**src/rtl/rom_scan_sequencer_pkg.sv**
```systemverilog
// Shared definitions for the ROM scan sequencer: FSM state codes, scan
// direction codes and a width helper for the step prescaler.
package rom_scan_sequencer_pkg;

  typedef logic [1:0] scanState_t;

  localparam scanState_t ROM_SCAN_IDLE = 2'd0;
  localparam scanState_t ROM_SCAN_RUN  = 2'd1;
  localparam scanState_t ROM_SCAN_WAIT = 2'd2;

  localparam logic ROM_SCAN_DIR_UP   = 1'b0;
  localparam logic ROM_SCAN_DIR_DOWN = 1'b1;

  // Counter width able to hold 0..div-1; never narrower than one bit so a
  // divide-by-one prescaler still has a legal register.
  function automatic int unsigned cntWidth(input int unsigned div);
    return (div > 1) ? $clog2(div) : 1;
  endfunction

endpackage

```
**src/rtl/rom_scan_sequencer_prescaler.sv**
```systemverilog
// Step-rate prescaler for the ROM scan sequencer. Counts enabled cycles up
// to TICK_DIV-1 and flags a tick while parked on the terminal count. The
// count never wraps by itself: the owner clears it when the step is taken,
// so a stalled step keeps the counter parked on its terminal value.
module rom_scan_prescaler
  import rom_scan_sequencer_pkg::*;
#(
  parameter int unsigned TICK_DIV = 12_500_000
) (
  input  logic clk_i,
  input  logic rst_i,
  input  logic clear_i,
  input  logic enable_i,
  output logic tick_o
);

  localparam int unsigned CNT_W = cntWidth(TICK_DIV);
  localparam logic [CNT_W-1:0] LAST_COUNT = CNT_W'(TICK_DIV - 1);

  logic [CNT_W-1:0] count_q;
  logic [CNT_W-1:0] count_d;
  logic             terminal;

  assign terminal = (count_q == LAST_COUNT);
  assign tick_o   = enable_i && terminal;

  // Next count: clear wins, otherwise advance only while enabled and below the terminal count.
  always_comb begin
    count_d = count_q;
    if (clear_i) begin
      count_d = '0;
    end else if (enable_i && !terminal) begin
      count_d = count_q + CNT_W'(1);
    end
  end

  // Count register with synchronous reset.
  always_ff @(posedge clk_i) begin
    if (rst_i) begin
      count_q <= '0;
    end else begin
      count_q <= count_d;
    end
  end

endmodule

```
**src/rtl/rom_scan_sequencer.sv**
```systemverilog
// ROM scan sequencer: walks the pattern ROM address at a prescaled rate and
// registers each ROM word into a valid/ready output slot. The ROM sits
// beside this block with a combinational read path.
// Optional feature macro: ROM_SCAN_PINGPONG_EN (honours the bounce input so
// the scan reverses at either end instead of wrapping).
module rom_scan_sequencer
  import rom_scan_sequencer_pkg::*;
#(
  parameter int unsigned ADDR_W   = 3,
  parameter int unsigned DATA_W   = 8,
  parameter int unsigned TICK_DIV = 12_500_000
) (
  input  logic              clk_i,
  input  logic              rst_i,
  input  logic              start_i,
  input  logic              stop_i,
  input  logic              dir_i,
  input  logic              bounce_i,
  output logic [ADDR_W-1:0] rom_addr_o,
  input  logic [DATA_W-1:0] rom_data_i,
  output logic [DATA_W-1:0] out_data_o,
  output logic              out_valid_o,
  input  logic              out_ready_i,
  output logic              busy_o
);

  localparam logic [ADDR_W-1:0] ADDR_MAX = '1;

  scanState_t        state_q;
  scanState_t        state_d;
  logic              dir_q;
  logic              dir_d;
  logic [ADDR_W-1:0] addr_q;
  logic [ADDR_W-1:0] addr_d;
  logic [DATA_W-1:0] outData_q;
  logic [DATA_W-1:0] outData_d;
  logic              outValid_q;
  logic              outValid_d;

  logic              tick;
  logic              slotFree;
  logic              capture;
  logic              presClear;
  logic              presEnable;
  logic [ADDR_W-1:0] nextAddr;
  logic              nextDir;

  // The prescaler only runs while actively scanning; WAIT and IDLE freeze it.
  assign presEnable = (state_q == ROM_SCAN_RUN);

  rom_scan_prescaler #(
    .TICK_DIV (TICK_DIV)
  ) uPrescaler (
    .clk_i    (clk_i),
    .rst_i    (rst_i),
    .clear_i  (presClear),
    .enable_i (presEnable),
    .tick_o   (tick)
  );

  // A new word can be written when the slot is empty or is being drained this cycle.
  assign slotFree = !outValid_q || out_ready_i;

`ifdef ROM_SCAN_PINGPONG_EN
  // Address/direction after a step: reverse at the ends when bounce is set, wrap otherwise.
  always_comb begin
    nextAddr = addr_q;
    nextDir  = dir_q;
    if (dir_q == ROM_SCAN_DIR_UP) begin
      if (bounce_i && (addr_q == ADDR_MAX)) begin
        nextAddr = ADDR_MAX - ADDR_W'(1);
        nextDir  = ROM_SCAN_DIR_DOWN;
      end else begin
        nextAddr = addr_q + ADDR_W'(1);
      end
    end else begin
      if (bounce_i && (addr_q == '0)) begin
        nextAddr = ADDR_W'(1);
        nextDir  = ROM_SCAN_DIR_UP;
      end else begin
        nextAddr = addr_q - ADDR_W'(1);
      end
    end
  end
`else
  logic unusedBounce;
  assign unusedBounce = bounce_i;

  // Address after a step: plain modular wrap in the latched direction.
  always_comb begin
    nextDir = dir_q;
    if (dir_q == ROM_SCAN_DIR_UP) begin
      nextAddr = addr_q + ADDR_W'(1);
    end else begin
      nextAddr = addr_q - ADDR_W'(1);
    end
  end
`endif

  // Scan FSM: start/stop handling, tick acceptance or stall, and the step itself.
  always_comb begin
    state_d   = state_q;
    dir_d     = dir_q;
    addr_d    = addr_q;
    capture   = 1'b0;
    presClear = 1'b0;
    case (state_q)
      ROM_SCAN_IDLE: begin
        if (start_i && !stop_i) begin
          state_d   = ROM_SCAN_RUN;
          dir_d     = dir_i;
          addr_d    = (dir_i == ROM_SCAN_DIR_DOWN) ? ADDR_MAX : '0;
          presClear = 1'b1;
        end
      end
      ROM_SCAN_RUN: begin
        if (stop_i) begin
          state_d = ROM_SCAN_IDLE;
        end else if (tick) begin
          if (slotFree) begin
            capture = 1'b1;
          end else begin
            state_d = ROM_SCAN_WAIT;
          end
        end
      end
      ROM_SCAN_WAIT: begin
        if (stop_i) begin
          state_d = ROM_SCAN_IDLE;
        end else if (out_ready_i) begin
          capture = 1'b1;
          state_d = ROM_SCAN_RUN;
        end
      end
      default: begin
        state_d = ROM_SCAN_IDLE;
      end
    endcase
    if (capture) begin
      addr_d    = nextAddr;
      dir_d     = nextDir;
      presClear = 1'b1;
    end
  end

  // Output slot: a capture loads a fresh word, otherwise a consumed word empties the slot.
  always_comb begin
    outData_d  = outData_q;
    outValid_d = outValid_q;
    if (capture) begin
      outData_d  = rom_data_i;
      outValid_d = 1'b1;
    end else if (outValid_q && out_ready_i) begin
      outValid_d = 1'b0;
    end
  end

  // State, direction, address and output registers with synchronous reset.
  always_ff @(posedge clk_i) begin
    if (rst_i) begin
      state_q    <= ROM_SCAN_IDLE;
      dir_q      <= ROM_SCAN_DIR_UP;
      addr_q     <= '0;
      outData_q  <= '0;
      outValid_q <= 1'b0;
    end else begin
      state_q    <= state_d;
      dir_q      <= dir_d;
      addr_q     <= addr_d;
      outData_q  <= outData_d;
      outValid_q <= outValid_d;
    end
  end

  assign rom_addr_o  = addr_q;
  assign out_data_o  = outData_q;
  assign out_valid_o = outValid_q;
  assign busy_o      = (state_q != ROM_SCAN_IDLE);

endmodule

```
**config.mk**
```make
export PLATFORM = sky130hd
export DESIGN_NAME = rom_scan_sequencer
export DESIGN_NICKNAME = d
export VERILOG_FILES = /design/src/rtl/rom_scan_sequencer_pkg.sv /design/src/rtl/rom_scan_sequencer_prescaler.sv /design/src/rtl/rom_scan_sequencer.sv
export SDC_FILE = /design/constraint.sdc
export NUM_CORES = 1
export LEC_CHECK = 0
export CAP_MARGIN = 0
export CORE_ASPECT_RATIO = 0.5
export CORE_UTILIZATION = 45
export CTS_CLUSTER_DIAMETER = 80
export DETAILED_ROUTE_END_ITERATION = 10
export PLACE_DENSITY = 0.68
export SLEW_MARGIN = 5
export SYNTH_ARGS = -nofsm -noshare
export SYNTH_HDL_FRONTEND = slang
export SYNTH_SLANG_ARGS = --single-unit
export TNS_END_PERCENT = 1
```
**constraint.sdc**
```tcl
create_clock -name clk_i -period 3.3 [get_ports clk_i]
set_input_delay 0.66 -clock clk_i [delete_from_list [all_inputs] [get_ports clk_i]]
set_output_delay 0.66 -clock clk_i [all_outputs]
set_load 0.1 [all_outputs]
```
==> flow_summary_export.csv <==
group,metric,value,unit
run_status,status,"complete, no violations",
worst_setup_path,endpoint,"uPrescaler.count_q[1]$_SDFFE_PP0P_",
worst_setup_path,cp.required,3470,ps
worst_setup_path,critPathSlowestCell,"clkdlybuf4s50_1",
placement,place_area,2171,µm²
power,p_sw_share,30.42,%
logic_synthesis,yosys.area.top_type_share,41.19,%
sta,setup_viol,0,
cells_and_area,fin_cells,296,
die,initial_core_util,47.82,%
placement,hpwlAfterDp,2659,µm
worst_setup_path,cp-start-kind,"primary input",
detailed_routing,drt_iter0_drc,28,
cells_and_area,utilization,56.82,%
die,die-area,4492,µm²
worst_setup_path,crit_arrival,2650,ps
clock_tree,cts_tree,"yes",
logic_synthesis,ys_top_cells_by_area,"dfxtp_1 (41%), nor2_1 (8.5%), mux2i_1 (5.8%)",
sta,fin_crit,2487,ps
clock_tree,htree_levels,2,
logic_synthesis,ys_seq_area_share,41.19,%
global_route,grt_pass1_vias,1316,
placement,dp.cells,288,
run,maxCapViolCount,0,
die,dieHeight,47.90,µm
sta,finalCritPeriodShare,75.37,%
placement,portBuffers,26,
worst_setup_path,startpoint,"stop_i",
clock_tree,cts_resized,0,
die,io_pins,28,
worst_setup_path,crit_fanout,24,
detailed_routing,drc_errors,0,
cells_and_area,area_growth_syn_to_layout,18.81,%
clock_tree,clkTransAtPathRegs,70,ps
detailed_routing,vias,1532,
die,core,3964,µm²
worst_setup_path,path_cells,"clkdlybuf4s50_1 > nand2b_1 > nand2b_1 > o31ai_4 > nand2_2 > nand2_1 > buf_4 > nor2_1",
sta,max_freq,0.4021,GHz
global_route,grt_pass1_wl,5761,µm
cells_and_area,multi_input_area,1046,µm²
logic_synthesis,syn_inst,212,
clock_tree,clock_latency,290,ps
clock_tree,hold_buffers,0,
worst_setup_path,reg2reg_slack,840,ps
global_route,grt_overflow_total,0,
hold_path,min_path_type,"register to register",
sta,clock_skew,8.423,ps
worst_setup_path,endpoint_kind,"register",
clock_tree,root_buffer,"clkbuf_8",
power,p_sw,0.3046,mW
clock_tree,cts_setup_buffers,0,
logic_synthesis,ys_ff_latch,39,
sta,rsz0062_at_grt,"no",
cells_and_area,register_area,780.7,µm²
sta,hold_viol,0,
logic_synthesis,syn-num-nets,233,
global_route,grtUsageTotal,17.18,%
power,total_power,1.001,mW
detailed_routing,finalWirelength,3557,µm
detailed_routing,ant_nets,0,
power,p_leak,0.9208,nW
power,internal_power,0.6966,mW
detailed_routing,wl_per_cell,12.02,µm
power,p_per_area,444.5,nW/µm²
sta,finalMaxSlewViolations,0,
clock_tree,clk_path_buf_depth,2,
worst_setup_path,critPathMaxStageDelay,480,ps
detailed_routing,vias_per_cell,5.176,
worst_setup_path,r2r_end,"uPrescaler.count_q[1]$_SDFFE_PP0P_",
worst_setup_path,r2r_cells,8,
cells_and_area,drive_gt1_share,11.16,%
die,die_w,93.79,µm
cells_and_area,num_antenna_cells,0,
cells_and_area,fillers,361,
logic_synthesis,synth_cell_type_count,37,
die,core.rowCount,16,
global_route,antenna_found_initial,0,
power,vdd_ir_drop_max,0.1700,mV
power,p_comb_share,19.7,%
sta,setup_tns,0,ps
cells_and_area,design_area,2252,µm²
detailed_routing,dr.pass1.iters,4,
logic_synthesis,avgSynthCellArea,8.941,µm²
clock_tree,numCtsBuffers,5,
clock_tree,clkSinkCount,39,
power,clkPwrFrac,30.6,%
power,pwr-share-seq,49.8,%
global_route,grt_max_degree,25,
logic_synthesis,syn_area,1896,µm²
hold_path,min_from,"out_data_o[3]$_SDFFE_PP0P_",
cells_and_area,fin_nets,262,
logic_synthesis,synth_warnings,0,
worst_setup_path,worst_path_most_repeated_cell,"nand2b_1",
sta,relSlewSlack,64.13,%
sta,worstMarginPinSlew,533.9,ps
logic_synthesis,yosysTopAreaCell,"dfxtp_1",
placement,gp_congestion,0.7899,
worst_setup_path,r2r-start,"uPrescaler.count_q[1]$_SDFFE_PP0P_",
worst_setup_path,crit_type,"primary input to register",
flip-flops by register name, summed over array words and instances, names as in the netlist:
register and count:
dir_q 1, state_q 2, rom_addr_o 3, out_valid_o 1, uPrescaler.count_q 24, out_data_o 8
worst min-delay path by stage:
stage                                          endpoint  depth (start not counted)
floorplan           uPrescaler.count_q[23]$_SDFFE_PP0P_                          2
global placement             out_data_o[0]$_SDFFE_PP0P_                          2
detailed placement           out_data_o[2]$_SDFFE_PP0P_                          2
CTS                          out_data_o[6]$_SDFFE_PP0P_                          2
global route                 out_data_o[3]$_SDFFE_PP0P_                          2
finish                       out_data_o[3]$_SDFFE_PP0P_                          2
cell usage after synthesis (all sizes together):
cell type	count
nor3b	1
xor2	12
o21a	1
dfxtp	39
nand4	6
nor2	43
o221ai	1
nor2b	1
inv	9
buf	5
a311oi	1
nor4	2
mux2i	11
and3	7
nand3	14
a31oi	2
o21ai	2
clkbuf	1
a21oi	5
o41ai	1
xnor2	11
o22ai	1
nand2	13
nor3	3
nand2b	5
a21o	1
and4	2
and4bb	1
o31ai	1
ha	5
or3	2
fa	1
nand3b	2
critical path, delay by kind of cell:
| family | cells | cell delay, ps |
|---|---|---|
| and+or+nand+nor | 5 | 900 |
| buffers and inverters | 2 | 750 |
| AOI/OAI and AO/OA | 1 | 320 |
layer usage:
| metal | global-route usage (%) | share of wire, % | vias to the layer above |
|---|---|---|---|
| met3 | 5.238 | 3.0 | 5 |
| met4 | 6.462 | 1.1 | 0 |
| li1 | - | - | 777 |
| met5 | 0 | 0 | - |
| met2 | 31.39 | 47 | 20 |
| met1 | 19.92 | 49 | 730 |
placed cells by master (no fill, tap or decap), types with 7 or more instances in the layout:
cell	synthesis	layout
and3_1	7	7
nand3_1	14	14
xnor2_1	11	11
nand2_1	12	12
xor2_1	12	12
dfxtp_1	39	39
clkdlybuf4s50_1	0	13
inv_1	9	9
mux2i_1	11	11
nor2_1	43	43
buf_4	3	15
metrics by stage:
step | hold WS, ps | worst slack [ps]
floorplan | 477.1 | 1091
global placement | 475.3 | 510.8
detailed placement | 490.1 | 511.0
CTS | 510.7 | 810.9
global route | 535.0 | 641.6
finish | 500.3 | 812.9
power groups by stage:
stage / Clock, mW / Sequential (mW) / Combinational [mW]
floorplan: 0 / 0.528 / 0.127
global placement: 0 / 0.509 / 0.194
detailed placement: 0 / 0.509 / 0.196
CTS: 0.315 / 0.498 / 0.197
global route: 0.341 / 0.500 / 0.213
finish: 0.306 / 0.498 / 0.197
cells by family after synthesis:
family / synth area share, %
AO/OA/AOI/OAI: 6.139
adder cells (fa/ha/maj): 4.356
multiplexers: 5.809
flip-flops: 41.19
buffers and inverters: 3.630
AND/OR/NAND/NOR: 28.25
XOR/XNOR: 10.63
area by class of cell:
class                   instances  area share [%]
clock inverters                 1          0.2222
repair buffers                 28           10.78
flip-flops and latches         39           34.67
inverters                       9           1.500
clock buffers                   7           3.389
well taps                      54           3.000
multi-input cells             158           46.44
(Power assumes the default switching activity.)
